File: src/rtl/upsample2x_addr_ctrl.sv
// Address/mode sequencer for the 2x upsampling datapath: loads the input buffer,
// then walks every pixel of every channel and emits read/write addresses and a border code.
module upsample2x_addr_ctrl #(
  parameter int IN_W     = 4,
  parameter int IN_H     = 4,
  parameter int CHANNELS = 1,
  parameter int AIN_W    = 6,
  parameter int AOUT_W   = 8
) (
  input  logic                                          clk,
  input  logic                                          rst,
  input  logic                                          start,
  input  logic                                          abort,
  input  logic                                          load_valid,
  input  logic                                          out_ready,
  output logic                                          busy,
  output logic                                          done,
  output logic                                          en_write_in,
  output logic                                          en_write_out,
  output logic [AIN_W-1:0]                              addr_input,
  output logic [AOUT_W-1:0]                             addr_output,
  output logic [3:0]                                    write_mode,
  output logic [((CHANNELS > 1) ? $clog2(CHANNELS) : 1)-1:0] ch_idx
);

  localparam int N  = IN_W * IN_H * CHANNELS;
  localparam int XW = $clog2(IN_W);
  localparam int YW = $clog2(IN_H);
  localparam int CW = (CHANNELS > 1) ? $clog2(CHANNELS) : 1;

  typedef enum logic [1:0] {S_IDLE, S_LOAD, S_PROC, S_DONE} state_t;

  state_t            r_state;
  state_t            w_next;
  logic [AIN_W-1:0]  r_load;
  logic [XW-1:0]     r_x;
  logic [YW-1:0]     r_r;
  logic [CW-1:0]     r_c;

  logic              w_load_last;
  logic              w_last_x;
  logic              w_last_r;
  logic              w_last_c;
  logic [1:0]        w_rc;
  logic [1:0]        w_cc;
  logic [AIN_W-1:0]  w_ain_proc;
  logic [AOUT_W-1:0] w_aout_proc;

  assign w_load_last = (r_load == AIN_W'(N - 1));
  assign w_last_x    = (r_x == XW'(IN_W - 1));
  assign w_last_r    = (r_r == YW'(IN_H - 1));
  assign w_last_c    = (r_c == CW'(CHANNELS - 1));

  assign w_ain_proc  = AIN_W'(32'(r_c) * 32'(IN_W * IN_H) + 32'(r_r) * 32'(IN_W) + 32'(r_x));
  assign w_aout_proc = AOUT_W'(32'(r_c) * 32'(4 * IN_W * IN_H) + 32'(r_r) * 32'(4 * IN_W)
                               + 32'(r_x) * 32'd2);

  assign w_rc = (r_r == '0) ? 2'd0 : (w_last_r ? 2'd2 : 2'd1);
  assign w_cc = (r_x == '0) ? 2'd0 : (w_last_x ? 2'd2 : 2'd1);

  always_ff @(posedge clk) begin
    if (!rst) r_state <= S_IDLE;
    else      r_state <= w_next;
  end

  always_comb begin
    w_next       = r_state;
    busy         = 1'b0;
    done         = 1'b0;
    en_write_in  = 1'b0;
    en_write_out = 1'b0;
    addr_input   = '0;
    addr_output  = '0;
    write_mode   = '0;
    ch_idx       = '0;
    case (r_state)
      S_IDLE: begin
        if (start && !abort) w_next = S_LOAD;
      end
      S_LOAD: begin
        busy        = 1'b1;
        en_write_in = load_valid;
        addr_input  = r_load;
        if (abort)                          w_next = S_IDLE;
        else if (load_valid && w_load_last) w_next = S_PROC;
      end
      S_PROC: begin
        busy         = 1'b1;
        en_write_out = out_ready;
        addr_input   = w_ain_proc;
        addr_output  = w_aout_proc;
        write_mode   = {2'b00, w_rc} * 4'd3 + {2'b00, w_cc};
        ch_idx       = r_c;
        if (abort)                                              w_next = S_IDLE;
        else if (out_ready && w_last_x && w_last_r && w_last_c) w_next = S_DONE;
      end
      S_DONE: begin
        done   = 1'b1;
        w_next = S_IDLE;
      end
      default: w_next = S_IDLE;
    endcase
  end

  // Counters are held at zero outside LOAD/PROC, so every job starts clean.
  always_ff @(posedge clk) begin
    if (!rst) begin
      r_load <= '0;
      r_x    <= '0;
      r_r    <= '0;
      r_c    <= '0;
    end else if (abort || r_state == S_IDLE || r_state == S_DONE) begin
      r_load <= '0;
      r_x    <= '0;
      r_r    <= '0;
      r_c    <= '0;
    end else if (r_state == S_LOAD) begin
      if (load_valid) r_load <= w_load_last ? '0 : r_load + AIN_W'(1);
    end else if (r_state == S_PROC && out_ready) begin
      if (w_last_x) begin
        r_x <= '0;
        if (w_last_r) begin
          r_r <= '0;
          r_c <= w_last_c ? '0 : r_c + CW'(1);
        end else begin
          r_r <= r_r + YW'(1);
        end
      end else begin
        r_x <= r_x + XW'(1);
      end
    end
  end

endmodule

File: config.mk
export PLATFORM = sky130hd
export DESIGN_NAME = upsample2x_addr_ctrl
export DESIGN_NICKNAME = d
export VERILOG_FILES = /design/src/rtl/upsample2x_addr_ctrl.sv
export SDC_FILE = /design/constraint.sdc
export NUM_CORES = 1
export LEC_CHECK = 0
export ABC_CLOCK_PERIOD_IN_PS = 4400
export CAP_MARGIN = 20
export CORE_MARGIN = 2
export CORE_UTILIZATION = 40
export DETAILED_ROUTE_END_ITERATION = 8
export MAX_ROUTING_LAYER = met4
export PLACE_DENSITY = 0.71
export REMOVE_ABC_BUFFERS = 1
export SLEW_MARGIN = 20
export SYNTH_ARGS = -nofsm -noshare
export SYNTH_HDL_FRONTEND = slang
export SYNTH_SLANG_ARGS = --single-unit
File: constraint.sdc
create_clock -name clk -period 4.4 [get_ports clk]
set_input_delay 0.44 -clock clk [delete_from_list [all_inputs] [get_ports clk]]
set_output_delay 0.44 -clock clk [all_outputs]
set_load 0.02 [all_outputs]
# After elaboration in Yosys (flattened, before gate mapping)
# Cells that the tools add are included.
[word_totals]
reg_bits = 13
output_inout_bits = 23
[op_classes]
bitwise_logic = 3
mul = 1
n_reduce_logical = 19
mux = 22
eq_ne = 9
addsub = 9
[ops]
columns = ["operator", "count"]
rows = [
  ["2-bit two-way mux", 11],
  ["6-bit case mux with 2 select lines", 1],
  ["7-bit by 6-bit adder with 8-bit output", 1],
  ["8-bit by 3-bit adder with 8-bit output", 1],
  ["2-bit equality test, second input constant", 4],
  ["8-bit two-way mux", 1],
  ["2-bit case mux with 4 select lines", 1],
  ["5-bit by 4-bit adder with 6-bit output", 1],
  ["6-bit by 1-bit adder with 6-bit output, second input constant", 1],
  ["6-bit by 2-bit adder with 6-bit output", 1],
  ["6-bit by 4-bit equality test with 1-bit output, second input constant", 1],
  ["1-bit logical AND", 6],
  ["2-bit logical NOT", 3],
  ["1-bit two-way mux", 6],
  ["6-bit two-way mux", 1],
  ["3-bit inequality test, second input constant", 2],
  ["3-bit AND reduction", 2],
  ["2-bit by 1-bit adder with 2-bit output, second input constant", 2],
  ["4-bit by 2-bit adder with 4-bit output", 1],
  ["2-bit by 2-bit multiplier with 4-bit output, second input constant", 1],
  ["4-bit two-way mux", 1],
  ["2-bit AND reduction", 2],
  ["4-bit AND reduction", 1],
  ["2-bit OR reduction", 2],
  ["other kinds (6)", 9],
]

# Depth between registers and ports, before layout
[depth]
depth_word = 7
depth_mapped = 8
depth_no_buf = 8

# Worst setup path before layout
# No wires, ideal clock.
[synth_path]
path_kind = "register to output"
start = "register r_r[0]"
end = "output write_mode[2]"
stages_incl_launch_ff = 8
setup_slack_ns = 2.081
n_path_buf = 0
arrival_ns = 1.879
t_required_ns = 3.960
cell_sequence = "dfxtp_1 > inv_1 > ha_1 > ha_1 > ha_1 > inv_1 > fa_1 > nor2b_1"
[synth_via]
elab_chain_len = 6
elab_cells_between_ends = 7
cone_classes = "add/sub (1); mul (1); eq/ne (1); mux (3); reduce/logical (1)"
[synth_rtl]
columns = ["item", "line", "rtl"]
rows = [
  ["start: declaration", "37", "logic [YW-1:0] r_r;"],
  ["start signal: assignment", "126", "r_r <= r_r + YW'(1);"],
  ["2-bit equality test", "51", "assign w_last_r = (r_r == YW'(IN_H - 1));"],
  ["2-bit two-way mux", "58", "assign w_rc = (r_r == '0) ? 2'd0 : (w_last_r ? 2'd2 : 2'd1);"],
  ["2-bit two-way mux *", "58", ""],
  ["2-bit by 2-bit multiplier with 4-bit output *", "92", "write_mode = {2'b00, w_rc} * 4'd3 + {2'b00, w_cc};"],
  ["4-bit by 2-bit adder with 4-bit output *", "92", ""],
  ["4-bit two-way mux *", "76", "case (r_state)"],
  ["end: declaration", "22", "output logic [3:0] write_mode,"],
]
# Mark *: on every way between the ends. The rest lies on a longest branch, timed or not.

# Worst setup path after layout
# Ends and elaborated chain as after synthesis.

==> flow_summary.toml <==
[final_layout]
drive_gt1_frac = 0.07246
fin_util = 0.5424
n_antenna_cell = 0
syn_to_final_growth_pct = 27.19
nets = 158
finalNonFillerCells = 166

[min_path]
hold_start = "r_load[1]"
min_path_type = "reg -> reg"

[yosys]
yosysWarnings = 0
synth.mux.area_fraction = 0.04244
synth-main-ff-cell = "dfxtp_1"
yosys.area_share.xor_xnor = 0.01857
syn_inst = 115
synth_top_family_by_area = "simple AND/OR/NAND/NOR gates"
synth_fa_ha_area_frac = 0.1804
async_flop_share = 0
syn_area_um2 = 943.4
syn_area_per_cell_um2 = 8.204
yosysSeqAreaShare = 0.2546
synth_edf_count = 0
synth.distinct_cells = 36
synth_seq_cells = 12
synth_compound_area_frac = 0.1101
yosys.area_share.simple = 0.2905

[sta]
fin_ws_ns = 1.306
post-route-period-util = 0.7032
drv_slew = 0
fin_skew_ns = 0.004682
tns_ns = 0
max_freq_ghz = 0.3232
timing.final.hold_violations = 0
final.min_clock_period_ns = 3.094
rsz0062_at_grt = "no"
setup_violations = 0

[route]
postRouteAntennaNets = 0
drc = 0
wl_per_cell_um = 11.97
first_pass_iters = 4
routed_wirelength_um = 1987
dr_total_vias = 820
drtIter0Drc = 29
routed_via_density = 4.940

[place]
dp_hpwl_um = 1577
place_ws_ns = 1.607
port_buffers = 23
dp.cells = 162
gp_congestion = 0.8261

[clock_tree]
cts_tree = "done"
cts_setup_buffers = 0
cts_buffers = 3
clk_latency_ns = 0.28
post_cts_resize_count = 0
root_buffer = "clkbuf_4"
clkSlewWorstSetupHoldPaths_ns = 0.08
cts.sinks = 12
clockBufferDepth = 2
cts_htree_levels = 1
ctsHoldBuffers = 0

[status]
outcome = "finished clean"

[setup_path]
critPathLaunchType = "flop"
critical_path_class = "reg -> out"
r2r_start = "r_state[1]"
crit_required_ns = 3.96
arrival_ns = 2.65
critPathMaxFanout = 6
worstSetupStartpoint = "r_r[0]"
cp-end-kind = "output pin"

[floorplanning]
num_io_pins = 29
die_h_um = 52.57
start_util = 0.4265
dieWidth_um = 52.57
die_area_mm2 = 0.002763
rows = 17
core_area_mm2 = 0.002212

[grt]
grt_pass1_vias = 743
grt_max_degree = 13
grt_usage = 0.1676
grt_overflow = 0
grt_pass1_wl_um = 3298
antenna_found_initial = 0

[pwr]
p_per_area_mw_per_mm2 = 262.5
ir_worst_vdd_uv = 152.7
total_leakage_power_nw = 0.4674

[flow_run]
drv_cap = 0
-- synth_stat cells (all sizes together) (2+ instances only) --
library cell  instances  share of area
nor3                  2          0.011
buf                   7          0.060
dfxtp                12           0.25
mux2i                 4          0.042
inv                   9          0.036
or3                   2          0.015
nand3                 4          0.021
nor2                  8          0.032
a21oi                10          0.053
nor2b                 6          0.040
and2                  9          0.062
o21ai                 3          0.016
ha                   12           0.16
nand2                11          0.054
-- routing by layer --
layer	GRT usage	share of wire	vias up
met4	0.06838	0.020	0
met2	0.2500	0.45	21
met3	0.04000	0.039	4
met5	-	0	-
li1	-	-	417
met1	0.2172	0.49	378
-- cell type report --
| class | instances | area [µm²] |
|---|---|---|
| multi-input cells | 90 | 624.3 |
| inverters | 9 | 33.78 |
| well taps | 28 | 35.03 |
| clock buffers | 4 | 36.28 |
| flip-flops and latches | 12 | 240.2 |
| repair buffers | 23 | 230.2 |
| fillers | 218 | 1012 |
-- sequential cells by signal, summed over array words and instances, names as in the netlist --
signal and flops:
r_load 6, r_r 2, r_state 2, r_x 2
-- critical path, stage by stage (launching register included) --
cell             delay [ns]
dfxtp_1                0.43
inv_1                  0.07
ha_1                   0.33
ha_1                   0.21
ha_1                   0.17
inv_1                  0.06
fa_1                   0.40
nor2b_1                0.11
clkdlybuf4s50_1        0.60
-- per-stage QoR --
step,power [mW],hold slack [ns],area [µm²]
3_5_place_dp,0.2271,0.4867,1164
4_1_cts,0.3195,0.4981,1200
5_1_grt,0.3380,0.5171,1200
2_1_floorplan,0.1947,0.4667,898.4
3_3_place_gp,0.2262,0.4877,1164
6_report,0.3150,0.4970,1200
-- report_power, final --
part           internal, mW  switching [mW]
Combinational        0.0461          0.0606
Clock                0.0504          0.0400
Sequential            0.113         0.00482
Total                 0.210           0.105
-- cell usage in the layout (no fill, tap or decap), types with 3 or more instances in the layout --
cell / Yosys / layout
a21oi_1: 10 / 10
and2_1: 7 / 7
clkbuf_4: 0 / 3
clkdlybuf4s50_1: 0 / 23
conb_1: 1 / 5
dfxtp_1: 12 / 12
ha_1: 12 / 12
inv_1: 9 / 9
mux2i_1: 4 / 4
nand2_1: 9 / 9
nand3_1: 4 / 4
nor2_1: 8 / 8
nor2b_1: 6 / 6
-- path summary, 6_finish.rpt --
check | end | cells after the start | slack [ns]
min | r_load[1] | 2 | 0.50
max | write_mode[2] | 8 | 1.31
min reg2reg | r_load[1] | 2 | 0.50
max reg2reg | r_r[0] | 6 | 2.60
-- logic make-up after synthesis --
logic type      after synthesis
simple gates                 49
compound gates               17
other cells                   1
buf+inv                      17
mux                           4
fa+ha+maj                    13
flops                        12
xor+xnor                      2
No activity file was read; power rests on OpenSTA's default activity.
